**config.mk**
```make
export PLATFORM = sky130hd
export DESIGN_NAME = enc_dec_scheduler
export DESIGN_NICKNAME = d
export VERILOG_FILES = /design/src/rtl/enc_dec_scheduler.sv
export SDC_FILE = /design/constraint.sdc
export NUM_CORES = 1
export LEC_CHECK = 0
export CAP_MARGIN = 20
export CORE_MARGIN = 4
export CORE_UTILIZATION = 34
export CTS_BUF_LIST = sky130_fd_sc_hd__clkbuf_8
export DETAILED_ROUTE_END_ITERATION = 10
export PLACE_DENSITY = 0.69
export SYNTH_ARGS = -nofsm -noshare
export SYNTH_HDL_FRONTEND = slang
export SYNTH_SLANG_ARGS = --single-unit
```
**constraint.sdc**
```tcl
create_clock -name clk -period 2.3 [get_ports clk]
set_input_delay 0.23 -clock clk [delete_from_list [all_inputs] [get_ports clk]]
set_output_delay 0.23 -clock clk [all_outputs]
set_load 0.02 [all_outputs]
```
**src/rtl/enc_dec_scheduler.sv**
```systemverilog
// Round-robin sequencer sharing one 8->3->8 encoder/decoder datapath among NREQ requesters.
// Optional mismatch counter built only when ENCDEC_ERRCNT_EN is defined.
module enc_dec_scheduler #(
    parameter int unsigned NREQ = 4,
    parameter int unsigned DW   = 8,
    localparam int unsigned IW  = $clog2(NREQ)
) (
    input  logic               clk,
    input  logic               rst_n,
    input  logic [NREQ-1:0]    req,
    input  logic [NREQ*DW-1:0] data,
    output logic [NREQ-1:0]    ack,
    output logic [DW-1:0]      dp_in,
    input  logic [DW-1:0]      dp_out,
    output logic               resp_valid,
    input  logic               resp_ready,
    output logic [IW-1:0]      resp_id,
    output logic [DW-1:0]      resp_data,
    output logic               resp_match,
    output logic               busy,
    output logic [7:0]         err_cnt
);

    localparam logic [1:0] IDLE  = 2'd0;
    localparam logic [1:0] DRIVE = 2'd1;
    localparam logic [1:0] RESP  = 2'd2;

    logic [1:0]      state_q, state_d;
    logic [IW-1:0]   ptr_q, ptr_d;
    logic [NREQ-1:0] ack_q, ack_d;
    logic [DW-1:0]   dp_in_q, dp_in_d;
    logic            resp_valid_q, resp_valid_d;
    logic [IW-1:0]   resp_id_q, resp_id_d;
    logic [DW-1:0]   resp_data_q, resp_data_d;
    logic            resp_match_q, resp_match_d;
    logic            busy_q, busy_d;

    logic            grant_vld;
    logic [IW-1:0]   grant_idx;
    logic [DW-1:0]   grant_data;
    logic [DW-1:0]   exp_val;
    logic            mismatch;

    // Search upward from ptr+1, wrapping modulo NREQ (NREQ need not be a power of two).
    always_comb begin
        int sum;
        logic [IW-1:0] cand;
        grant_vld = 1'b0;
        grant_idx = '0;
        for (int i = 1; i <= int'(NREQ); i++) begin
            sum = int'(ptr_q) + i;
            if (sum >= int'(NREQ)) begin
                sum = sum - int'(NREQ);
            end
            cand = IW'(sum);
            if (!grant_vld && req[cand]) begin
                grant_vld = 1'b1;
                grant_idx = cand;
            end
        end
    end

    always_comb begin
        grant_data = '0;
        for (int k = 0; k < int'(NREQ); k++) begin
            if (grant_idx == IW'(k)) begin
                grant_data = data[k*DW +: DW];
            end
        end
    end

    // Expected round trip keeps only the highest set bit; zero input decodes to zero.
    always_comb begin
        exp_val = '0;
        for (int i = 0; i < int'(DW); i++) begin
            if (dp_in_q[i]) begin
                exp_val    = '0;
                exp_val[i] = 1'b1;
            end
        end
    end

    assign mismatch = (dp_out != exp_val);

    always_comb begin
        state_d      = state_q;
        ptr_d        = ptr_q;
        ack_d        = '0;
        dp_in_d      = dp_in_q;
        resp_valid_d = resp_valid_q;
        resp_id_d    = resp_id_q;
        resp_data_d  = resp_data_q;
        resp_match_d = resp_match_q;
        case (state_q)
            IDLE: begin
                if (grant_vld) begin
                    state_d          = DRIVE;
                    ptr_d            = grant_idx;
                    ack_d[grant_idx] = 1'b1;
                    dp_in_d          = grant_data;
                    resp_id_d        = grant_idx;
                end
            end
            DRIVE: begin
                state_d      = RESP;
                resp_data_d  = dp_out;
                resp_match_d = !mismatch;
                resp_valid_d = 1'b1;
            end
            RESP: begin
                if (resp_ready) begin
                    state_d      = IDLE;
                    resp_valid_d = 1'b0;
                end
            end
            default: begin
                state_d = IDLE;
            end
        endcase
        busy_d = (state_d != IDLE);
    end

    always_ff @(posedge clk or negedge rst_n) begin
        if (!rst_n) begin
            state_q      <= IDLE;
            ptr_q        <= IW'(NREQ - 1);
            ack_q        <= '0;
            dp_in_q      <= '0;
            resp_valid_q <= 1'b0;
            resp_id_q    <= '0;
            resp_data_q  <= '0;
            resp_match_q <= 1'b0;
            busy_q       <= 1'b0;
        end else begin
            state_q      <= state_d;
            ptr_q        <= ptr_d;
            ack_q        <= ack_d;
            dp_in_q      <= dp_in_d;
            resp_valid_q <= resp_valid_d;
            resp_id_q    <= resp_id_d;
            resp_data_q  <= resp_data_d;
            resp_match_q <= resp_match_d;
            busy_q       <= busy_d;
        end
    end

`ifdef ENCDEC_ERRCNT_EN
    logic [7:0] err_cnt_q;

    always_ff @(posedge clk or negedge rst_n) begin
        if (!rst_n) begin
            err_cnt_q <= 8'h00;
        end else if (state_q == DRIVE && mismatch && err_cnt_q != 8'hFF) begin
            err_cnt_q <= err_cnt_q + 8'd1;
        end
    end

    assign err_cnt = err_cnt_q;
`else
    assign err_cnt = 8'h00;
`endif

    assign ack        = ack_q;
    assign dp_in      = dp_in_q;
    assign resp_valid = resp_valid_q;
    assign resp_id    = resp_id_q;
    assign resp_data  = resp_data_q;
    assign resp_match = resp_match_q;
    assign busy       = busy_q;

endmodule

```
After elaboration in Yosys (flattened, before gate mapping)
Cells that the tools add are included.
{"block": "op_classes", "n_eq_ne": 7, "magnitude_cmp": 10, "n_addsub": 8, "n_reduce_logical": 14, "muxes": 41}
{"cell": "8-bit two-way mux", "n": 11}
{"cell": "2-bit two-way mux", "n": 10}
{"cell": "2-bit by 3-bit < comparator with 1-bit output, second input constant", "n": 5}
{"cell": "1-bit two-way mux", "n": 11}
{"cell": "3-bit >= comparator, second input constant", "n": 3}
{"cell": "1-bit binary-select mux with 2-bit select", "n": 4}
{"cell": "4-bit two-way mux", "n": 2}
{"cell": "8-bit != test", "n": 1}
{"cell": "2-bit by 1-bit subtractor with 2-bit output, second input constant", "n": 4}
{"cell": "2-bit by 2-bit adder with 3-bit output, second input constant", "n": 2}
{"cell": "2-bit == test, second input constant", "n": 3}
{"cell": "2-bit one-hot mux with 3 select lines", "n": 1}
{"cell": "2-bit by 3-bit adder with 4-bit output, second input constant", "n": 1}
{"cell": "2-bit by 1-bit == test with 1-bit output, second input constant", "n": 2}
{"cell": "4-bit by 3-bit >= comparator with 1-bit output, second input constant", "n": 1}
{"cell": "1-bit logical AND", "n": 4}
{"cell": "1-bit zero test", "n": 4}
{"cell": "2-bit zero test", "n": 2}
{"cell": "2-bit AND reduction", "n": 2}
{"cell": "2-bit nonzero test", "n": 2}
{"cell": "2-bit by 1-bit adder with 3-bit output, second input constant", "n": 1}
{"cell": "1-bit demux with 2-bit select", "n": 1}
{"cell": "2-bit by 1-bit >= comparator with 1-bit output, second input constant", "n": 1}
{"cell": "2-bit != test, second input constant", "n": 1}
{"cell": "1-bit one-hot mux with 2 select lines", "n": 1}
{"block": "word_totals", "elab_cells": 89, "ff_bits": 29, "output_inout_bits": 33}

Logic depth before layout (Yosys ltp)
{"block": "depth", "depth_word": 21, "mapped_depth": 6, "ltp_nobuf": 5}

Worst setup path before layout
No wires, ideal clock.
{"block": "synth_path", "path_kind": "flip-flop to flip-flop", "from": "register ptr_q[0]", "to": "register dp_in_q[0], in the netlist dp_in[0]", "t_required_ns": 2.224, "t_arrival_ns": 1.625, "path_stages_with_launch": 7, "path_buffers": 1, "path_slack_ns": 0.599, "setup_time_ns": 0.076, "cell_sequence": "dfstp_2 > nand2b_1 > o21ai_1 > a211o_1 > buf_4 > mux2_4 > o21ai_2"}
{"block": "synth_via", "elab_chain_len": 20}
{"item": "from (decl)", "line_no": "29", "text": "logic [IW-1:0] ptr_q, ptr_d;"}
{"item": "from (signal assigned)", "line_no": "126", "text": "ptr_q <= IW'(NREQ - 1);"}
{"item": "from (signal assigned)", "line_no": "136", "text": "ptr_q <= ptr_d;"}
{"item": "2-bit by 1-bit adder with 3-bit output", "line_no": "51", "text": "sum = int'(ptr_q) + i;"}
{"item": "3-bit >= comparator / 2-bit by 1-bit subtractor with 2-bit output (equally long branches)", "line_no": "52, 53"}
{"item": "2-bit two-way mux", "line_no": "52", "text": "if (sum >= int'(NREQ)) begin"}
{"item": "1-bit binary-select mux with 2-bit select", "line_no": "56", "text": "if (!grant_vld && req[cand]) begin"}
{"item": "1-bit two-way mux (not written as such)", "line_no": "56"}
{"item": "1-bit two-way mux", "line_no": "56"}
{"item": "1-bit zero test", "line_no": "56"}
{"item": "1-bit logical AND", "line_no": "56"}
{"item": "1-bit two-way mux", "line_no": "56"}
{"item": "1-bit zero test", "line_no": "56"}
{"item": "1-bit logical AND", "line_no": "56"}
{"item": "1-bit two-way mux", "line_no": "56"}
{"item": "1-bit zero test", "line_no": "56"}
{"item": "1-bit logical AND", "line_no": "56"}
{"item": "2-bit two-way mux", "line_no": "56"}
{"item": "2-bit zero test", "line_no": "66", "text": "if (grant_idx == IW'(k)) begin"}
{"item": "8-bit two-way mux (4 in a row)", "line_no": "66"}
{"item": "to (signal assigned)", "line_no": "138", "text": "dp_in_q <= dp_in_d;"}
{"item": "to (decl)", "line_no": "31", "text": "logic [DW-1:0] dp_in_q, dp_in_d;"}
Several ways; a longest one is shown, not always the timed one. The select of a mux whose other input is x is not followed.
A chain may end at the register's enable or synchronous reset.

Worst setup path in the final report
{"block": "layout_path", "from": "register ptr_q[0]", "to": "register dp_in_q[7], in the netlist dp_in[7]"}
The elaborated chain is that of the path after synthesis.

==> flow_summary.yaml <==
status:
  status: "complete, no violations"
setup_path:
  crit_type: "flop to flop"
  cp-end-kind: "flop"
  startpoint_type: "flop"
  crit_fanout: 13
  worstPathArrival_ns: 2.09
  required_ns: 2.50
placement:
  gp_congestion: 0.787
  portBuffers: 71
  hpwlAfterDp_mm: 2.97
  dp_slack_ns: 0.233
route:
  dr.pass1.iters: 4
  top_layer: "met4"
  wl_mm: 3.68
  drt_iter0_drc: 60
  met2_length_mm: 1.70
  vias: 1364
  vias_per_cell: 4.55
  postRouteAntennaNets: 0
  dr_wl_met3_um: 305
  wl_per_cell_um: 12.3
  remaining_drc_errors: 0
  drt-met1-wl_mm: 1.64
clocking:
  tritoncts: "done"
  htreeDepth: 2
  clockRootBuffer: "clkbuf_8"
  post_cts_buffers: 0
  ctsHoldBuffers: 0
  cts.sink_count: 29
  worstSkewPairLatency_ns: 0.27
  cts_resized: 0
  cts_buffers: 5
  clkTransAtPathRegs_ns: 0.06
  clockBufferDepth: 2
pwr:
  powerDensity_nw_per_um2: 1260
  internal_power_mw: 1.98
  ir_drop_mv: 0.529
  power_frac_clock: 0.156
  p_leak_nw: 1.12
  pwr-share-seq: 0.298
  power.switching_mw: 1.21
  total_power_mw: 3.18
  combPwrFrac: 0.545
  p_sw_frac: 0.379
global_route:
  grt_pass1_vias: 1449
  grt_use_total: 0.126
  grt_first_pass_wirelength_mm: 6.24
  antenna_found_initial: 0
  grt_max_degree: 30
  grt_overflow: 0
yosys:
  syn_area_um2: 1650
  synth_seq_area_share: 0.442
  synthCells: 158
  synthFlopType: "dfrtp_1"
  ys_ff_latch: 29
  ys_types: 35
  synth_edf_count: 0
  syn_area_per_cell_um2: 10.4
  synth_async_sr_flop_share: 1.00
  yosysWarnings: 0
finish:
  multi_input_area_um2: 831
  final_common_cell: "clkdlybuf4s50_1"
  area_delta_synth_final_pct: 53.2
  drive_gt1_frac: 0.155
  n_antenna_cell: 0
  final_cell_mix: "clkdlybuf4s50_1, dfrtp_1, nand2_1, mux2i_1, mux2_2"
  seq_area_um2: 728
  finalNetCount: 279
  fill_cells: 436
timing:
  setup_tns_ns: 0
  setup-violations-final: 0
  rsz0062_at_grt: "no"
  period_minus_slack_ns: 1.88
  slew_headroom: 0.632
  fmax_mhz: 531
  fin_crit_sh: 0.819
  finalHoldViolations: 0
  worstMarginPinSlew_ns: 0.552
  clock_skew_ns: 0.00682
  fin_ws_ns: 0.416
  slew_viol_final: 0
die:
  dieArea_um2: 6030
  die_h_um: 77.6
  initial_core_util: 0.349
  core-area_um2: 4720
  fp.dieW_um: 77.6
  row_count: 25
  pin_count: 80
run:
  drv_cap: 0
worst_hold_path:
  min_path_type: "input port to asynchronous set/reset pin"
==> layout make-up <==
class | count | area share
repair buffers | 74 | 0.295
inverters | 8 | 0.0119
clock inverters | 3 | 0.0154
well taps | 67 | 0.0332
flip-flops and latches | 29 | 0.288
multi-input cells | 114 | 0.329
clock buffers | 5 | 0.0272
==> per-stage QoR <==
stage	util	instances	hold slack, ns	cell area [µm²]
2_1_floorplan	-	165	-0.0656	1680
3_3_place_gp	0.512	292	0.467	2420
3_5_place_dp	0.512	292	0.478	2420
4_1_cts	0.535	300	0.348	2530
5_1_grt	0.535	300	0.370	2530
6_report	0.535	300	0.341	2530
==> flip-flops by register name, summed over array words and instances (netlist names) <==
| register | cells |
|---|---|
| resp_data | 8 |
| ptr_q | 2 |
| resp_match | 1 |
| resp_id | 2 |
| dp_in | 8 |
| resp_valid | 1 |
| ack | 4 |
| state_q | 2 |
| busy | 1 |
==> worst max-delay path: stages (launching register included) <==
cell and delay, ns:
dfstp_2 0.55, nand2b_1 0.17, o21ai_1 0.08, a211o_1 0.52, mux2_4 0.38, o21ai_2 0.10
==> cell usage after synthesis, types with 5 or more instances <==
library cell / number / area [µm²]
nand2b_1: 5 / 31.3
a21oi_1: 7 / 35.0
mux2_4: 6 / 90.1
nor2_1: 9 / 33.8
dfrtp_1: 27 / 676
nand2_1: 18 / 67.6
o21ai_2: 7 / 61.3
mux2_2: 10 / 113
inv_1: 8 / 30.0
mux2i_1: 16 / 160
buf_4: 10 / 75.1
==> power by group through the flow <==
| stage | clock network, mW | logic [mW] | registers (mW) |
|---|---|---|---|
| CTS | 0.514 | 1.77 | 0.953 |
| detailed placement | 0 | 1.76 | 0.959 |
| floorplan | 0 | 0.873 | 1.16 |
| global route | 0.539 | 1.87 | 0.989 |
| finish | 0.497 | 1.73 | 0.948 |
| global placement | 0 | 1.74 | 0.952 |
==> cell families after synthesis <==
family          after synthesis  synth area share
simple gates                 44             0.127
mux                          32             0.220
flops                        29             0.442
compound gates               27             0.118
buf+inv                      22            0.0751
xor+xnor                      3            0.0159
other cells                   1           0.00227
==> worst paths after layout <==
kind	from	end	slack, ns	depth (start not counted)
worst max-delay path	ptr_q[0]	dp_in[7]	0.42	5
worst min-delay path	rst_n	busy	0.34	2
worst max register to register	ptr_q[0]	dp_in[7]	0.42	5
worst min register to register	ptr_q[0]	ptr_q[0]	0.49	2
max in group asynchronous	rst_n	ptr_q[0]	1.65	2
min in group clk	ptr_q[0]	ptr_q[0]	0.49	2
==> routing by layer <==
layer,global-route usage,vias to the layer above
met5,0,-
met4,0.0374,0
met3,0.0452,4
met2,0.218,55
met1,0.145,620
li1,-,685
Note: power is estimated with default switching activity, not from simulation.
